--- src/rtl/fetch_sequencer.sv ---
// fetch_sequencer: instruction-fetch stage for the MIPS pipeline.
// Produces the next-PC value for ProgramCounter, requests instructions over a
// ready handshake, parks an instruction when ID stalls, and flushes on
// branch/jump redirects (draining any access that is still outstanding).
module fetch_sequencer #(
    parameter logic [31:0] RESET_PC = 32'h0000_0000,
    parameter logic [31:0] NOP      = 32'h0000_0000
) (
    input  logic        Clk,
    input  logic        Reset,
    input  logic [31:0] PCResult,
    output logic [31:0] Address,
    output logic        IReq,
    output logic [31:0] IAddr,
    input  logic        IReady,
    input  logic [31:0] IData,
    input  logic        Stall,
    input  logic        BranchTaken,
    input  logic [31:0] BranchTarget,
    input  logic        JumpTaken,
    input  logic [31:0] JumpTarget,
    output logic [31:0] IF_Instr,
    output logic [31:0] IF_PCPlus4,
    output logic        IF_Valid
);

    localparam logic [1:0] S_BOOT  = 2'd0;
    localparam logic [1:0] S_FETCH = 2'd1;
    localparam logic [1:0] S_HOLD  = 2'd2;
    localparam logic [1:0] S_DRAIN = 2'd3;

    logic [1:0]  r_state;
    logic [31:0] r_instr_buf;
    logic [31:0] r_buf_pc;
    logic [31:0] r_req_addr;
    logic [31:0] r_if_instr;
    logic [31:0] r_if_pcplus4;
    logic        r_if_valid;

    logic        w_redirect;
    logic [31:0] w_target;
    logic [31:0] w_pc_plus4;
    logic [1:0]  w_next_state;
    logic [31:0] w_address;
    logic        w_ireq;
    logic [31:0] w_iaddr;
    logic        w_if_load;
    logic        w_if_bubble;
    logic [31:0] w_load_instr;
    logic [31:0] w_load_pcplus4;
    logic        w_buf_load;
    logic        w_req_load;

    // The branch resolves in EX and is older than an ID jump, so it wins.
    assign w_redirect = BranchTaken | JumpTaken;
    assign w_target   = BranchTaken ? BranchTarget : JumpTarget;
    assign w_pc_plus4 = PCResult + 32'd4;  // wraps modulo 2^32

    // Next-state, next-PC and IF/ID update decisions.
    always_comb begin
        // NOTE: every signal gets a default first so no path leaves one unassigned and infers a latch.
        w_next_state   = r_state;
        w_address      = PCResult;
        w_ireq         = 1'b0;
        w_iaddr        = PCResult;
        w_if_load      = 1'b0;
        w_if_bubble    = 1'b0;
        w_load_instr   = IData;
        w_load_pcplus4 = w_pc_plus4;
        w_buf_load     = 1'b0;
        w_req_load     = 1'b0;

        case (r_state)
            S_BOOT: begin
                w_address    = RESET_PC;
                w_next_state = S_FETCH;
            end
            S_FETCH: begin
                w_ireq     = 1'b1;
                w_req_load = 1'b1;
                if (IReady && !Stall) begin
                    w_if_load = 1'b1;
                    w_address = w_pc_plus4;
                end else if (IReady) begin
                    // Data arrived but ID is stalled: park it so the request can retire.
                    w_buf_load   = 1'b1;
                    w_next_state = S_HOLD;
                end else if (!Stall) begin
                    w_if_bubble = 1'b1;
                end
            end
            S_HOLD: begin
                if (!Stall) begin
                    w_if_load      = 1'b1;
                    w_load_instr   = r_instr_buf;
                    w_load_pcplus4 = r_buf_pc + 32'd4;
                    w_address      = w_pc_plus4;
                    w_next_state   = S_FETCH;
                end
            end
            S_DRAIN: begin
                // Keep the abandoned request stable until memory answers, then drop its data.
                w_ireq  = 1'b1;
                w_iaddr = r_req_addr;
                if (IReady) begin
                    w_next_state = S_FETCH;
                end
            end
            default: begin
                w_next_state = S_BOOT;
            end
        endcase

        // A redirect flushes IF/ID and drops any parked instruction; Stall is ignored.
        if (w_redirect && (r_state != S_BOOT)) begin
            w_address   = w_target;
            w_if_load   = 1'b0;
            w_if_bubble = 1'b1;
            w_buf_load  = 1'b0;
            if (!IReady && ((r_state == S_FETCH) || (r_state == S_DRAIN))) begin
                w_next_state = S_DRAIN;
            end else begin
                w_next_state = S_FETCH;
            end
        end
    end

    // State register and the address of the request currently on the bus.
    always_ff @(posedge Clk or negedge Reset) begin
        if (!Reset) begin
            // NOTE: sequential state uses non-blocking assignments so all registers sample pre-edge values.
            r_state    <= S_BOOT;
            r_req_addr <= 32'd0;
        end else begin
            r_state <= w_next_state;
            if (w_req_load) begin
                r_req_addr <= PCResult;
            end
        end
    end

    // Hold buffer for an instruction that arrived while ID was stalled.
    always_ff @(posedge Clk or negedge Reset) begin
        if (!Reset) begin
            // NOTE: the hold buffer is a couple of plain registers, so it is reset like any other state.
            r_instr_buf <= NOP;
            r_buf_pc    <= 32'd0;
        end else if (w_buf_load) begin
            r_instr_buf <= IData;
            r_buf_pc    <= PCResult;
        end
    end

    // IF/ID pipeline register: load, insert a bubble, or hold.
    always_ff @(posedge Clk or negedge Reset) begin
        if (!Reset) begin
            r_if_instr   <= NOP;
            r_if_pcplus4 <= 32'd0;
            r_if_valid   <= 1'b0;
        end else if (w_if_load) begin
            r_if_instr   <= w_load_instr;
            r_if_pcplus4 <= w_load_pcplus4;
            r_if_valid   <= 1'b1;
        end else if (w_if_bubble) begin
            r_if_instr <= NOP;
            r_if_valid <= 1'b0;
        end
    end

    assign Address    = w_address;
    assign IReq       = w_ireq;
    assign IAddr      = w_iaddr;
    assign IF_Instr   = r_if_instr;
    assign IF_PCPlus4 = r_if_pcplus4;
    assign IF_Valid   = r_if_valid;

endmodule

--- config.mk ---
export PLATFORM = sky130hd
export DESIGN_NAME = fetch_sequencer
export DESIGN_NICKNAME = d
export VERILOG_FILES = /design/src/rtl/fetch_sequencer.sv
export SDC_FILE = /design/constraint.sdc
export NUM_CORES = 1
export LEC_CHECK = 0
export CELL_PAD_IN_SITES_DETAIL_PLACEMENT = 0
export CELL_PAD_IN_SITES_GLOBAL_PLACEMENT = 1
export CORE_ASPECT_RATIO = 1.25
export CORE_MARGIN = 3
export CORE_UTILIZATION = 35
export DETAILED_ROUTE_END_ITERATION = 12
export DONT_BUFFER_PORTS = 1
export PLACE_DENSITY_LB_ADDON = 0.1
export SYNTH_ARGS = -nofsm -noshare
export SYNTH_HDL_FRONTEND = slang
export SYNTH_SLANG_ARGS = --single-unit
--- constraint.sdc ---
create_clock -name Clk -period 5.6 [get_ports Clk]
set_input_delay 0.56 -clock Clk [delete_from_list [all_inputs] [get_ports Clk]]
set_output_delay 0.56 -clock Clk [all_outputs]
set_load 0.005 [all_outputs]
==> results.sh, run 1 <==
export IMPL_status="completed"
export IMPL_routed_via_density=5.84
export IMPL_layout_drive_gt1_share_pct=19.7
export IMPL_totalWireLength_um=30200
export IMPL_startpoint_type="flip-flop"
export IMPL_cts_sinks=163
export IMPL_slowest_delay_ns=0.93
export IMPL_syn_inst=934
export IMPL_synth_seq_area_share_pct=42.7
export IMPL_pre_cts_slack_ns=1.75
export IMPL_cp_buffers_inverters=1
export IMPL_cp_num_cells=6
export IMPL_grt_pass1_wl_um=46500
export IMPL_slowest_stage="ha_2"
export IMPL_pwr_share_seq_pct=40.3
export IMPL_clkPwrFrac_pct=24.6
export IMPL_yosys_warnings=0
export IMPL_synth_nets=1074
export IMPL_portBuffers=0
export IMPL_routabilityCongestion=0.829
export IMPL_overflow=0
export IMPL_synth_area_top_cells="dfrtp_1, mux2_2, mux2i_1, o2bb2ai_1, nand2_1"
export IMPL_diodes=0
export IMPL_reg2reg_depth=7
export IMPL_synth_largest_area_cell="dfrtp_1"
export IMPL_syn_avg_cell_area_sq_um=10.2
export IMPL_fin_worst_skew_ns=0.00816
export IMPL_period_needed_ns=4.27
export IMPL_tightest_slew_ns=1.20
export IMPL_endpoint_kind="output pin"
export IMPL_ys_ff_latch=163
export IMPL_cts_buffers=17
export IMPL_cp_max_fo=42
export IMPL_cts_root_buf="clkbuf_16"
export IMPL_fin_nets=1019
export IMPL_setup_violations=0
export IMPL_p_comb_share_pct=35.1
export IMPL_cp_arrival_ns=3.71
export IMPL_drc_errors=0
export IMPL_power_switching_share_pct=36.4
export IMPL_p_leak_uw=0.00440
export IMPL_die_area_sq_um=29300
export IMPL_antenna_found_initial=0
export IMPL_synthDistinctLibCells=57
export IMPL_intPower_uw=3210
export IMPL_coreArea_sq_um=26800
export IMPL_peakVddDrop_mv=0.226
export IMPL_gr_usage_all_layers_pct=20.3
export IMPL_wl_per_cell_um=24.4
export IMPL_hpwl_um=21100
export IMPL_mostFrequentLayoutCells="dfrtp_1, mux2_2, nand2_1, mux2i_1, nor2_1"
export IMPL_worstPathCellList="inv_1 > ha_2 > a21oi_1 > or3_1 > or4_1 > a31oi_1"
export IMPL_initial_core_util_pct=35.6
export IMPL_clk_latency_ns=0.43
export IMPL_clockBufferDepth=2
export IMPL_cap_viol_max_count=0
export IMPL_hp_class="in2async"
export IMPL_slew_headroom_pct=20.1
export IMPL_rsz0062_at_grt="false"
export IMPL_cts_tree="built"
export IMPL_floorplan_die_height_um=191
export IMPL_power_uw=5040
export IMPL_crit_family="simple AND/OR/NAND/NOR gates"
export IMPL_grt_pass1_vias=7293
export IMPL_power_density_nw_per_um2=485
export IMPL_finalWorstSetupSlack_ns=1.33
export IMPL_whs_ns=0.106
export IMPL_synthesis_area_sq_um=9560
export IMPL_vias=7225
export IMPL_crit_type="reg2out"
export IMPL_die_w_um=154
export IMPL_switching_power_uw=1840
export IMPL_area_delta_synth_final_pct=8.80
export IMPL_fmax_mhz=234
export IMPL_cp_required_ns=5.04
export IMPL_dr_first_iter_drc_count=417
export IMPL_synth_top_flop_cell="dfrtp_1"
export IMPL_htreeDepth=4
export IMPL_io_pin_count=264
export IMPL_clkSlewWorstSetupHoldPaths_ns=0.07
export IMPL_synth_top_area_share_pct=42.7
export IMPL_detail_route_antenna_nets=0
export IMPL_synthArstFlopShare_pct=100
export IMPL_fin_setup_tns_ns=0
export IMPL_synth_edf_count=0
export IMPL_fin_crit_sh_pct=76.2
export IMPL_num_rows=67
export IMPL_final_hold_viol_count=0
export IMPL_first_pass_iters=5
export IMPL_final_max_slew_viol_count=0
export IMPL_final_common_cell="dfrtp_1"
export IMPL_grt_start_max_net_pins=164
[synthesized netlist by cell type (16+ instances only)]
| cell | number |
|---|---|
| xor2_1 | 17 |
| clkbuf_1 | 54 |
| nor2_1 | 52 |
| nand3_1 | 21 |
| xnor2_1 | 29 |
| mux2i_1 | 62 |
| nand2_1 | 71 |
| o21ai_0 | 47 |
| o2bb2ai_1 | 32 |
| nor2b_1 | 16 |
| a31oi_1 | 20 |
| mux2_2 | 119 |
| a21oi_1 | 18 |
| dfrtp_1 | 163 |
[what timing repair did]
item	4_1_cts	5_1_grt
buffers inserted	0	0
gates resized for setup	0	0
hold buffers	1	0
hold endpoints to repair	163	0
[routing by layer]
layer | part of all wire [%] | vias up | global-route usage [%]
met5 | 0 | - | 0
met4 | 1.7 | 0 | 5.33
met3 | 8.5 | 24 | 6.63
met2 | 46 | 291 | 32.1
met1 | 44 | 3592 | 27.1
li1 | - | 3318 | -
[state kept, by name, summed over array words and instances, names as in the netlist]
register / flops
IF_Instr: 32
IF_PCPlus4: 32
r_buf_pc: 32
r_instr_buf: 32
r_req_addr: 32
r_state: 2
IF_Valid: 1
[area by class of cell]
class,count,area (sq um)
Clock buffer,19,443
Clock inverter,13,173
Fill cell,2667,16400
Inverter,14,52.6
Multi-Input combinational cell,675,5140
Sequential cell,163,4080
Tap cell,345,432
Timing Repair Buffer,8,80.1
[power by group through the flow]
stage | logic (uW) | clock network, uW | registers [uW]
finish | 1770 | 1240 | 2030
detailed placement | 1770 | 0 | 2060
CTS | 1800 | 1280 | 2040
global route | 1960 | 1330 | 2100
global placement | 1730 | 0 | 2040
floorplan | 1410 | 0 | 1920
[path summary, 6_finish.rpt]
| path | start | to | slack, ns |
|---|---|---|---|
| max reg2reg | r_state[1] | IF_PCPlus4[27] | 2.04 |
| min | Reset | r_req_addr[24] | 0.11 |
| min in group Clk | IReady | r_state[1] | 0.26 |
| max | r_state[1] | Address[23] | 1.33 |
| max in group asynchronous | Reset | IF_PCPlus4[8] | 4.77 |
| min reg2reg | r_req_addr[10] | r_req_addr[10] | 0.50 |
[stage by stage]
stage	std cells	utilization, %	cell area (sq um)
after CTS	1237	38.8	10400
after floorplan	934	-	9560
after detailed placement	1204	36.4	9750
final	1237	38.8	10400
after global placement	1204	36.4	9750
after global routing	1237	38.8	10400
[logic make-up (layout without fill, tap and decap cells)]
group	Yosys count	in the layout	synth area share, %
XOR/XNOR	46	46	4.22
multiplexers	181	181	20.5
AND/OR/NAND/NOR	250	250	13.7
flip-flops	163	163	42.7
AO/OA/AOI/OAI	192	192	14.1
adder cells (fa/ha/maj)	6	6	0.786
buffers and inverters	96	54	4.02
Power figures use the tool's default switching activity.
==> inputs of run 2 (changes only) <==
--- a/config.mk
+++ b/config.mk
@@ -5,6 +5,7 @@
 export SDC_FILE = /design/constraint.sdc
 export NUM_CORES = 1
 export LEC_CHECK = 0
+export ABC_AREA = 1
 export CELL_PAD_IN_SITES_DETAIL_PLACEMENT = 0
 export CELL_PAD_IN_SITES_GLOBAL_PLACEMENT = 1
 export CORE_ASPECT_RATIO = 1.25
==> constraint.sdc (replaced) <==
create_clock -name Clk -period 3.5 [get_ports Clk]
set_input_delay 0.35 -clock Clk [delete_from_list [all_inputs] [get_ports Clk]]
set_output_delay 0.35 -clock Clk [all_outputs]
set_load 0.005 [all_outputs]
==> results.sh, run 2 <==
export IMPL_final_max_slew_viol_count=0
export IMPL_grt_pass1_vias=9129
export IMPL_place_inst=1814
export IMPL_mostFrequentLayoutCells="nand2_1, dfrtp_1, o21ai_0, inv_1, nor2_1"
export IMPL_area_delta_synth_final_pct=8.58
export IMPL_cts_sinks=163
export IMPL_yosysMostFrequentCell="nand2_1"
export IMPL_fin_setup_tns_ns=0
export IMPL_floorplan_die_height_um=196
export IMPL_r2r_end="IF_Instr[28]"
export IMPL_grt_pass1_wl_um=53300
export IMPL_cp_buffers_inverters=1
export IMPL_final_common_cell="nand2_1"
export IMPL_grt_start_max_net_pins=164
export IMPL_cp_arrival_ns=2.58
export IMPL_hpwl_um=26000
export IMPL_syn_avg_cell_area_sq_um=6.67
export IMPL_yosys_warnings=0
export IMPL_startpoint_type="flip-flop"
export IMPL_die_area_sq_um=31000
export IMPL_rsz0062_at_grt="false"
export IMPL_synth_common_cells="nand2_1, dfrtp_1, o21ai_0"
export IMPL_reg2reg_depth=9
export IMPL_ff_latch_area_sq_um=4080
export IMPL_crit_end="Address[5]"
export IMPL_antenna_found_initial=0
export IMPL_clk_latency_ns=0.43
export IMPL_layout_drive_gt1_share_pct=4.36
export IMPL_detail_route_antenna_nets=0
export IMPL_hp_class="in2async"
export IMPL_violations="negative hold slack"
export IMPL_wl_per_cell_um=18.7
export IMPL_final_cells=1845
export IMPL_cts_resized=0
export IMPL_overflow=0
export IMPL_cp_max_fo=39
export IMPL_synth_nets=1657
export IMPL_portBuffers=0
export IMPL_multi_input_area_sq_um=5120
export IMPL_first_pass_iters=5
export IMPL_vias=9437
export IMPL_endpoint_kind="output pin"
export IMPL_dpl_cell_area_sq_um=10400
export IMPL_cp_required_ns=3.15
export IMPL_fin_crit_sh_pct=83.8
export IMPL_synth_edf_count=0
export IMPL_cts_root_buf="clkbuf_16"
export IMPL_synthesis_area_sq_um=10100
export IMPL_slowest_delay_ns=0.42
export IMPL_setup_worst_path_start="r_state[0]"
export IMPL_cp_num_cells=8
export IMPL_ys_ff_latch=163
export IMPL_htreeDepth=4
export IMPL_p_leak_uw=0.00530
export IMPL_totalWireLength_um=34400
export IMPL_cap_viol_max_count=0
export IMPL_final_hold_viol_count=163
export IMPL_synthDistinctLibCells=39
export IMPL_fin_nets=1618
export IMPL_status="finished with violations"
export IMPL_setup_violations=0
export IMPL_clkSlewWorstSetupHoldPaths_ns=0.07
export IMPL_drc_errors=0
export IMPL_worstPathCellList="inv_1 > ha_1 > nand2_4 > nand2_4 > nand2_1 > nor2_1 > a211oi_1 > a21oi_1"
export IMPL_fmax_mhz=341
export IMPL_whs_ns=-0.382
export IMPL_num_rows=69
export IMPL_diodes=0
export IMPL_period_needed_ns=2.93
export IMPL_rr_startpoint="r_state[0]"
export IMPL_synth_area_top_cells="dfrtp_1, nand2_1, o21ai_0, inv_1, nor2_1"
export IMPL_synth_seq_area_share_pct=40.3
export IMPL_synth_top_flop_cell="dfrtp_1"
export IMPL_fin_worst_skew_ns=0.0140
export IMPL_crit_family="simple AND/OR/NAND/NOR gates"
export IMPL_crit_type="reg2out"
export IMPL_syn_inst=1517
export IMPL_tightest_slew_ns=0.793
export IMPL_crit_top_cell="nand2_4"
export IMPL_dr_first_iter_drc_count=644
export IMPL_cts_tree="built"
export IMPL_peakVddDrop_mv=0.379
export IMPL_gr_usage_all_layers_pct=22.1
export IMPL_die_w_um=158
export IMPL_synth_top_area_share_pct=40.3
export IMPL_clockBufferDepth=2
export IMPL_routabilityCongestion=0.857
export IMPL_io_pin_count=264
export IMPL_cts_setup_buffers=0
export IMPL_coreArea_sq_um=28500
export IMPL_power_density_nw_per_um2=722
export IMPL_finalInstanceArea_sq_um=11000
export IMPL_routed_via_density=5.11
export IMPL_slowest_stage="nand2_4"
export IMPL_n_fill_cell=3087
export IMPL_slew_headroom_pct=47.1
export IMPL_synth_largest_area_cell="dfrtp_1"
export IMPL_synthArstFlopShare_pct=100
export IMPL_cts_buffers=17
export IMPL_initial_core_util_pct=35.5
export IMPL_rrSetupSlack_ns=0.92
## run 2: cell types whose count changed after synthesis, sizes merged, moves of 22 or more
cell     change
nand2      +497
inv        +146
o21ai      +126
mux2       -119
nor2        +82
mux2i       -59
nand3       +50
a21oi       +38
o22ai       +34
o2bb2ai     -32
xnor2       -25
clkbuf      -22
## run 2: area by class of cell
cell class                 count  share of cell area (%)
timing repair buffer          13                    1.12
inverter                     161                    5.50
clock inverter                 8                    1.37
tap                          355                    4.04
sequential                   163                    37.1
multi-input combinational   1122                    46.6
clock buffer                  23                    4.26
## run 2: report_power, final
| part | switching, uW | total (uW) | internal, uW |
|---|---|---|---|
| logic | 1780 | 2660 | 882 |
| clock network | 760 | 1990 | 1230 |
| registers | 625 | 3280 | 2650 |
| total | 3170 | 7940 | 4770 |
## run 2: cell families after synthesis
logic type               Yosys count  synth area share, %
AO/OA/AOI/OAI                    298                 16.0
XOR/XNOR                          18                 1.56
adder cells (fa/ha/maj)            6                0.742
buffers and inverters            232                 9.39
flip-flops                       163                 40.3
multiplexers                       3                0.297
AND/OR/NAND/NOR                  797                 31.8
## run 2: worst min-delay path by stage
stage | from | end | slack, ns | cells after the start
2_1_floorplan | Reset | IF_Instr[0] | 0.05 | 0
5_1_grt | Reset | IF_Instr[6] | -0.41 | 0
6_report | Reset | IF_Instr[4] | -0.38 | 0
3_5_place_dp | Reset | IF_Instr[6] | 0.06 | 0
4_1_cts | Reset | r_req_addr[3] | -0.41 | 0
3_3_place_gp | Reset | r_instr_buf[6] | 0.06 | 0
## run 2: per-stage QoR
| step | setup WS [ns] | total power [uW] | util (%) |
|---|---|---|---|
| after global routing | 0.338 | 8600 | 38.6 |
| after CTS | 0.504 | 8040 | 38.6 |
| after floorplan | 1.56 | 5170 | - |
| final | 0.569 | 7940 | 38.6 |
| after global placement | 0.965 | 5940 | 36.4 |
| after detailed placement | 0.906 | 6010 | 36.4 |
## run 2: per-layer routing
| metal | global-route usage [%] | vias up | part of all wire, % |
|---|---|---|---|
| met3 | 5.01 | 43 | 7.3 |
| met5 | 0 | - | 0 |
| met4 | 7.08 | 0 | 2.4 |
| met2 | 36.8 | 331 | 48 |
| met1 | 28.4 | 4295 | 43 |
| li1 | - | 4768 | - |
